### config.mk
export PLATFORM = sky130hd
export DESIGN_NAME = mem_master
export DESIGN_NICKNAME = d
export VERILOG_FILES = /design/src/rtl/mem_master_pkg.sv /design/src/rtl/mem_rdcache.sv /design/src/rtl/mem_master.sv
export SDC_FILE = /design/constraint.sdc
export NUM_CORES = 1
export LEC_CHECK = 0
export ABC_AREA = 1
export ABC_CLOCK_PERIOD_IN_PS = 2100
export CAP_MARGIN = 20
export CORE_ASPECT_RATIO = 2
export CORE_MARGIN = 2
export CORE_UTILIZATION = 35
export DETAILED_ROUTE_END_ITERATION = 8
export GPL_ROUTABILITY_DRIVEN = 0
export PLACE_DENSITY = 0.71
export RECOVER_POWER = 100
export SETUP_SLACK_MARGIN = 0.05
export SLEW_MARGIN = 20
export SYNTH_ARGS = -nofsm -noshare
export SYNTH_HDL_FRONTEND = slang
export SYNTH_SLANG_ARGS = --single-unit
### constraint.sdc
create_clock -name clk -period 2.1 [get_ports clk]
set_input_delay 0.525 -clock clk [delete_from_list [all_inputs] [get_ports clk]]
set_output_delay 0.525 -clock clk [all_outputs]
set_load 0.005 [all_outputs]
### src/rtl/mem_master_pkg.sv
// Shared widths and FSM encoding for the mem_master CPU-to-memory bridge.
package mem_master_pkg;

    localparam int unsigned ADDR_W_DEF = 11;
    localparam int unsigned DATA_W_DEF = 16;

    typedef enum logic [1:0] {
        IDLE     = 2'd0,
        RD_ISSUE = 2'd1,
        RD_WAIT  = 2'd2,
        WR_ISSUE = 2'd3
    } state_e;

endpackage

### src/rtl/mem_rdcache.sv
// One-entry last-read register (valid, tag, data) used by mem_master when
// MEM_MASTER_RDCACHE_EN is defined; filled on memory reads, written through on tag hits.
module mem_rdcache
    import mem_master_pkg::*;
#(
    parameter int unsigned ADDR_W = ADDR_W_DEF,
    parameter int unsigned DATA_W = DATA_W_DEF
) (
    input  logic              clk,
    input  logic              rst,
    input  logic [ADDR_W-1:0] lookup_addr,
    input  logic              fill_en,
    input  logic [ADDR_W-1:0] fill_addr,
    input  logic [DATA_W-1:0] fill_data,
    input  logic              wr_en,
    input  logic [ADDR_W-1:0] wr_addr,
    input  logic [DATA_W-1:0] wr_data,
    output logic              hit_c,
    output logic [DATA_W-1:0] data
);

    logic              valid_q, valid_d;
    logic [ADDR_W-1:0] tag_q,   tag_d;
    logic [DATA_W-1:0] data_q,  data_d;

    always_comb begin
        valid_d = valid_q;
        tag_d   = tag_q;
        data_d  = data_q;
        if (fill_en) begin
            valid_d = 1'b1;
            tag_d   = fill_addr;
            data_d  = fill_data;
        end else if (wr_en && valid_q && (wr_addr == tag_q)) begin
            data_d  = wr_data;
        end
    end

    always_ff @(posedge clk or posedge rst) begin
        if (rst) begin
            valid_q <= 1'b0;
            tag_q   <= '0;
            data_q  <= '0;
        end else begin
            valid_q <= valid_d;
            tag_q   <= tag_d;
            data_q  <= data_d;
        end
    end

    assign hit_c = valid_q && (lookup_addr == tag_q);
    assign data  = data_q;

endmodule

### src/rtl/mem_master.sv
// CPU request to single-port memory bridge: one access at a time, registered strobes.
// Optional one-entry read cache enabled by defining MEM_MASTER_RDCACHE_EN.
module mem_master
    import mem_master_pkg::*;
#(
    parameter int unsigned ADDR_W = ADDR_W_DEF,
    parameter int unsigned DATA_W = DATA_W_DEF
) (
    input  logic              clk,
    input  logic              rst,
    input  logic              req,
    input  logic              we,
    input  logic [ADDR_W-1:0] addr,
    input  logic [DATA_W-1:0] wdata,
    output logic              ready,
    output logic              done,
    output logic [DATA_W-1:0] rdata,
    output logic [ADDR_W-1:0] mem_address,
    output logic [DATA_W-1:0] mem_data_in,
    output logic              mem_rd,
    output logic              mem_wr,
    input  logic [DATA_W-1:0] mem_data_out
);

    state_e            state_q, state_d;
    logic              ready_q, ready_d;
    logic              done_q, done_d;
    logic [DATA_W-1:0] rdata_q, rdata_d;
    logic [ADDR_W-1:0] mem_address_q, mem_address_d;
    logic [DATA_W-1:0] mem_data_in_q, mem_data_in_d;
    logic              mem_rd_q, mem_rd_d;
    logic              mem_wr_q, mem_wr_d;

    logic              hit_c;
    logic [DATA_W-1:0] cache_data;

`ifdef MEM_MASTER_RDCACHE_EN
    mem_rdcache #(
        .ADDR_W (ADDR_W),
        .DATA_W (DATA_W)
    ) u_rdcache (
        .clk         (clk),
        .rst         (rst),
        .lookup_addr (addr),
        .fill_en     (state_q == RD_WAIT),
        .fill_addr   (mem_address_q),
        .fill_data   (mem_data_out),
        .wr_en       (state_q == WR_ISSUE),
        .wr_addr     (mem_address_q),
        .wr_data     (mem_data_in_q),
        .hit_c       (hit_c),
        .data        (cache_data)
    );
`else
    assign hit_c      = 1'b0;
    assign cache_data = '0;
`endif

    // Next state and registered outputs; a cache hit sits in RD_ISSUE with mem_rd low.
    always_comb begin
        state_d       = state_q;
        done_d        = 1'b0;
        mem_rd_d      = 1'b0;
        mem_wr_d      = 1'b0;
        rdata_d       = rdata_q;
        mem_address_d = mem_address_q;
        mem_data_in_d = mem_data_in_q;
        case (state_q)
            IDLE: begin
                if (req) begin
                    mem_address_d = addr;
                    mem_data_in_d = wdata;
                    if (we) begin
                        state_d  = WR_ISSUE;
                        mem_wr_d = 1'b1;
                    end else begin
                        state_d  = RD_ISSUE;
                        mem_rd_d = !hit_c;
                    end
                end
            end
            RD_ISSUE: begin
                if (mem_rd_q) begin
                    state_d = RD_WAIT;
                end else begin
                    state_d = IDLE;
                    done_d  = 1'b1;
                    rdata_d = cache_data;
                end
            end
            RD_WAIT: begin
                state_d = IDLE;
                done_d  = 1'b1;
                rdata_d = mem_data_out;
            end
            WR_ISSUE: begin
                state_d = IDLE;
                done_d  = 1'b1;
            end
            default: state_d = IDLE;
        endcase
        ready_d = (state_d == IDLE);
    end

    always_ff @(posedge clk or posedge rst) begin
        if (rst) begin
            state_q       <= IDLE;
            ready_q       <= 1'b1;
            done_q        <= 1'b0;
            rdata_q       <= '0;
            mem_address_q <= '0;
            mem_data_in_q <= '0;
            mem_rd_q      <= 1'b0;
            mem_wr_q      <= 1'b0;
        end else begin
            state_q       <= state_d;
            ready_q       <= ready_d;
            done_q        <= done_d;
            rdata_q       <= rdata_d;
            mem_address_q <= mem_address_d;
            mem_data_in_q <= mem_data_in_d;
            mem_rd_q      <= mem_rd_d;
            mem_wr_q      <= mem_wr_d;
        end
    end

    assign ready       = ready_q;
    assign done        = done_q;
    assign rdata       = rdata_q;
    assign mem_address = mem_address_q;
    assign mem_data_in = mem_data_in_q;
    assign mem_rd      = mem_rd_q;
    assign mem_wr      = mem_wr_q;

endmodule

# After elaboration in Yosys (flattened, before gate mapping)
# Cells that the tools add are included.
# word_totals
reg_bits,49
in_bits,47
# op_classes
eq_ne,4
mux,14
reduce_logical,6
# ops
operator,n
one-hot mux 16 bit (2 select lines),1
2-to-1 mux 16 bit,1
2-to-1 mux 1 bit,7
2-to-1 mux 2 bit,3
one-hot mux 2 bit (3 select lines),1
"equality test 2 bit, second input constant",2
logical NOT 2 bit,2
AND reduction 2 bit,2
"equality test 2 x 1 -> 1 bit, second input constant",1
"inequality test 2 bit, second input constant",1
one-hot mux 1 bit (2 select lines),1
nonzero test 2 bit,1
OR reduction 2 bit,1

# Depth between registers and ports, before layout
# logic_depth
depth_word,4
depth_mapped,6

# Worst setup path after synthesis
# OpenSTA, ideal clock, no wires.
# synth_timing
path_type,register to register
start,register state_q[1]
end,register rdata_q[0] (netlist: rdata[0])
setup_ns,0.117
arrival_time_ns,0.912
required_time_ns,1.983
setup_slack_ns,1.071
path_stages_with_launch,6
n_path_buf,1
synth_period_minus_slack_ns,1.029
cell_sequence,dfrtp_1 inv_2 nand3_2 buf_4 nand3_1 nand2_1
# synth_via
elab_chain_len,3
# synth_lines
element,line,source
from (decl),mem_master.sv:25,"state_e state_q, state_d;"
from (signal assigned),mem_master.sv:116,state_q <= state_d;
equality test 2 x 1 -> 1 bit / equality test 2 bit (equally long branches),mem_master.sv:68,case (state_q)
inequality test 2 bit (no source line) / nonzero test 2 bit (equally long branches),--,
AND reduction 2 bit (no source line),--,
to (signal assigned),mem_master.sv:119,rdata_q <= rdata_d;
to (decl),mem_master.sv:28,"logic [DATA_W-1:0] rdata_q, rdata_d;"
# Parallel ways exist; a longest one is shown, timed or not.
# A chain may end at the register's enable or synchronous reset.

# Worst setup path in the final report
# layout_timing
start,register ready_q (netlist: ready)
end,output ready
# layout_rtl
element,line,source
from (decl),mem_master.sv:26,"logic ready_q, ready_d;"
from (signal assigned),mem_master.sv:117,ready_q <= ready_d;
to (decl),mem_master.sv:15,"output logic ready,"
# No word-level cell between the ends.

==> qor.log <==
qor: status.outcome finished, final reports clean
qor: die.floorplan.rows 38
qor: worst_setup_path.cell_family_with_the_largest_share_of_critical_path_delay buffers and inverters
qor: worst_setup_path.cp_max_stage_cell sky130_fd_sc_hd__dlygate4sd3_1
qor: die.floorplan.die.height 108.2 um
qor: timing.rsz0062_at_grt no
qor: worst_setup_path.reg2reg_from state_q[1]
qor: cells_and_area.synthesis_to_finish_area_growth 55.34%
qor: detailed_routing.drt_first_iter_violations 51
qor: cts.cts-htree-levels 2
qor: cts.clock_latency_reported_for_the_late_side_of_the_worst_skew_pair 290 ps
qor: flow_run.max_cap_viol_count 0
qor: global_route.first_global_vias 1600
qor: worst_setup_path.crit_arrival 1370 ps
qor: cts.numClockSinks 49
qor: detailed_routing.detail_route.vias_per_cell 4.579
qor: global_route.grt_start_max_net_pins 29
qor: cts.clk_transition_reported_paths 90 ps
qor: power_and_ir_drop.netSwitchingFraction 25.96%
qor: die.die_w 56.09 um
qor: timing.worst_pin_slew 798.5 ps
qor: timing.timing_max_transition_violations_final 0
qor: placement.place_worst_setup_slack 427.7 ps
qor: worst_setup_path.start_kind flop
qor: synth.ys_ff_latch 49
qor: die.area_of_the_die 6068 um2
qor: die.boundaryPins 94
qor: cts.cts_buffers 5
qor: worst_setup_path.timing.critical_path.slowest_cell_delay 550 ps
qor: synth.syn_nets 250
qor: synth.synth_warnings 0
qor: cts.cts.repair.resized 0
qor: placement.io_buffer_count 93
qor: cells_and_area.final_util 55.40%
qor: detailed_routing.remaining_drc_errors 0
qor: cells_and_area.post_route_cells_drive_above_1_share 4.682%
qor: placement.detailed_place_hpwl 3.218 mm
qor: cells_and_area.n_antenna_cell 0
qor: worst_setup_path.critPathLaunch ready
qor: cts.holdBufCountCts 0
qor: worst_setup_path.reg2regPathDepth 5
qor: power_and_ir_drop.static-leakage-power 1.543 nW
qor: worst_setup_path.crit_chain dlygate4sd3_1
qor: timing.finalCriticalPeriod 1890 ps
qor: timing.fin_tns_setup 0 ps
qor: global_route.global_route.overflow_total 0
qor: worst_setup_path.worst_ep_required_time 1570 ps
qor: worst_setup_path.timing.rr.end mem_address[3]
qor: timing.setup_ws_post_layout 210.0 ps
qor: cts.clockBufferDepth 2
qor: timing.fin_crit_sh 90.00%
qor: cts.clock_tree.root_cell sky130_fd_sc_hd__clkbuf_8
qor: worst_setup_path.cp.buffers_inverters 1
qor: cells_and_area.num-nets-final 345
qor: detailed_routing.wl_per_cell 12.20 um
qor: worst_hold_path.worst_hold_path.endpoint mem_data_in[2]
qor: synth.area_of_the_mapped_netlist 1899 um2
qor: timing.final-setup-viol-count 0
qor: global_route.all_layer_global_routing_usage 15.03%
qor: detailed_routing.number_of_detailed_route_iterations_in_the_first_pass 4
qor: detailed_routing.route.vias.total 1644
qor: worst_setup_path.cp-end-kind primary output
qor: global_route.grt_pass1_wl 7.265 mm
qor: cts.tritoncts yes
qor: power_and_ir_drop.p_int 1.893 mW
qor: timing.hold_viol_final 0
qor: worst_hold_path.start_point_of_the_worst_min_delay_path mem_data_in[2]
qor: global_route.grt_antenna_before_repair 0
qor: worst_hold_path.worstHoldPathCells 2
qor: synth.seq_area_frac_synth 64.62%
qor: power_and_ir_drop.power-per-cell-area 866.4 nW/um2
qor: synth.postSynthCellCount 203
qor: power_and_ir_drop.switching_power 663.6 uW
qor: power_and_ir_drop.power.share.combinational 25.5%
qor: power_and_ir_drop.peakVddDrop 0.5965 mV
qor: timing.final.setup_skew 5.690 ps
qor: power_and_ir_drop.sequentialPowerShare 47.9%
qor: cts.postCtsSetupRepairBufs 0
qor: detailed_routing.postRouteAntennaNets 0
qor: detailed_routing.route.final.wire_length 4.379 mm
qor: worst_setup_path.critPathMaxFanout 1
qor: synth.yosys.cell_types.count 14
qor: die.placeableCoreArea 5325 um2
qor: timing.max_slew_margin 46.70%
qor: synth.post_synth.cell_area_avg 9.356 um2
qor: worst_setup_path.ff2ff_setup_slack 460 ps
qor: timing.fmax 529.1 MHz
qor: power_and_ir_drop.pwr-share-clk 26.7%
qor: worst_hold_path.min_path_type reg -> reg
qor: worst_setup_path.path_class reg -> out
qor: die.initial_core_util 35.67%
qor: cells_and_area.filler_cell_count 508
[synthesized netlist by cell type]
cell / instances / area share [%]
sky130_fd_sc_hd__nand2_4: 1 / 0.59
sky130_fd_sc_hd__dfstp_2: 1 / 1.4
sky130_fd_sc_hd__o21ai_0: 1 / 0.26
sky130_fd_sc_hd__nand3_4: 1 / 0.92
sky130_fd_sc_hd__inv_2: 3 / 0.59
sky130_fd_sc_hd__buf_4: 5 / 2.0
sky130_fd_sc_hd__nand3_1: 17 / 4.5
sky130_fd_sc_hd__buf_6: 3 / 1.8
sky130_fd_sc_hd__nand2_1: 115 / 23
sky130_fd_sc_hd__inv_4: 1 / 0.33
sky130_fd_sc_hd__dfrtp_1: 48 / 63
sky130_fd_sc_hd__inv_1: 4 / 0.79
sky130_fd_sc_hd__nand3_2: 1 / 0.53
sky130_fd_sc_hd__nor2_1: 2 / 0.40
[logic make-up after synthesis]
family | count (synthesis) | synth area share, %
AO/OA/AOI/OAI | 1 | 0.2633
buffers and inverters | 16 | 5.468
flip-flops | 49 | 64.62
AND/OR/NAND/NOR | 137 | 29.64
[through the flow]
step	total power [mW]	instances	hold slack, ps	cell area, um2
6_report	2.556	359	479.9	2950
5_1_grt	2.722	359	499.1	2950
4_1_cts	2.685	359	492.9	2989
3_5_place_dp	1.988	351	468.1	2869
3_3_place_gp	1.975	351	466.1	2869
2_1_floorplan	1.492	203	472.4	1899
[area by class of cell]
type	instances	area (um2)	share of cell area (%)
flip-flops and latches	49	1227	41.60
repair buffers	96	947.2	32.10
multi-input cells	138	550.5	18.66
clock buffers	6	82.58	2.799
well taps	60	75.07	2.545
clock inverters	2	37.54	1.272
inverters	8	30.03	1.018
[how the worst max path moves through the flow]
stage,cells after the start,end
6_report,1,ready
5_1_grt,5,mem_data_in[7]
4_1_cts,1,ready
3_5_place_dp,5,mem_data_in[9]
3_3_place_gp,5,mem_data_in[5]
2_1_floorplan,1,done
[sequential cells by signal, summed over array words and instances, names as in the netlist]
name and flops:
done 1, mem_address 11, mem_data_in 16, mem_rd 1
mem_wr 1, rdata 16, ready 1, state_q 2
[cells in the final DEF, fill, tap and decap left out, drive strengths merged]
master and n:
nor2 2, nand2 116, inv 8, nand3 19, buf 1, dlygate4sd3 49
bufinv 1, dfstp 1, clkdlybuf4s50 44, o21ai 1, clkbuf 8, dfrtp 48
clkinvlp 1
[per-layer routing]
layer	GRT usage [%]	vias up	part of all wire, %
met4	4.592	0	0.53
met1	20.67	738	44
met5	0	-	0
met2	22.61	99	45
met3	4.904	2	10
li1	-	805	-
[power by group through the flow]
stage	clock network, mW	logic (mW)	registers, mW
final	0.682	0.651	1.22
after floorplan	0	0.241	1.25
after CTS	0.708	0.742	1.23
after global placement	0	0.728	1.25
after detailed placement	0	0.742	1.25
after global routing	0.749	0.726	1.25
[worst min-delay path, delay by kind of cell, from the launching register on]
| family | cells | cell delay, ps |
|---|---|---|
| flops | 1 | 350 |
| simple gates | 2 | 100 |
(Power assumes the default switching activity.)
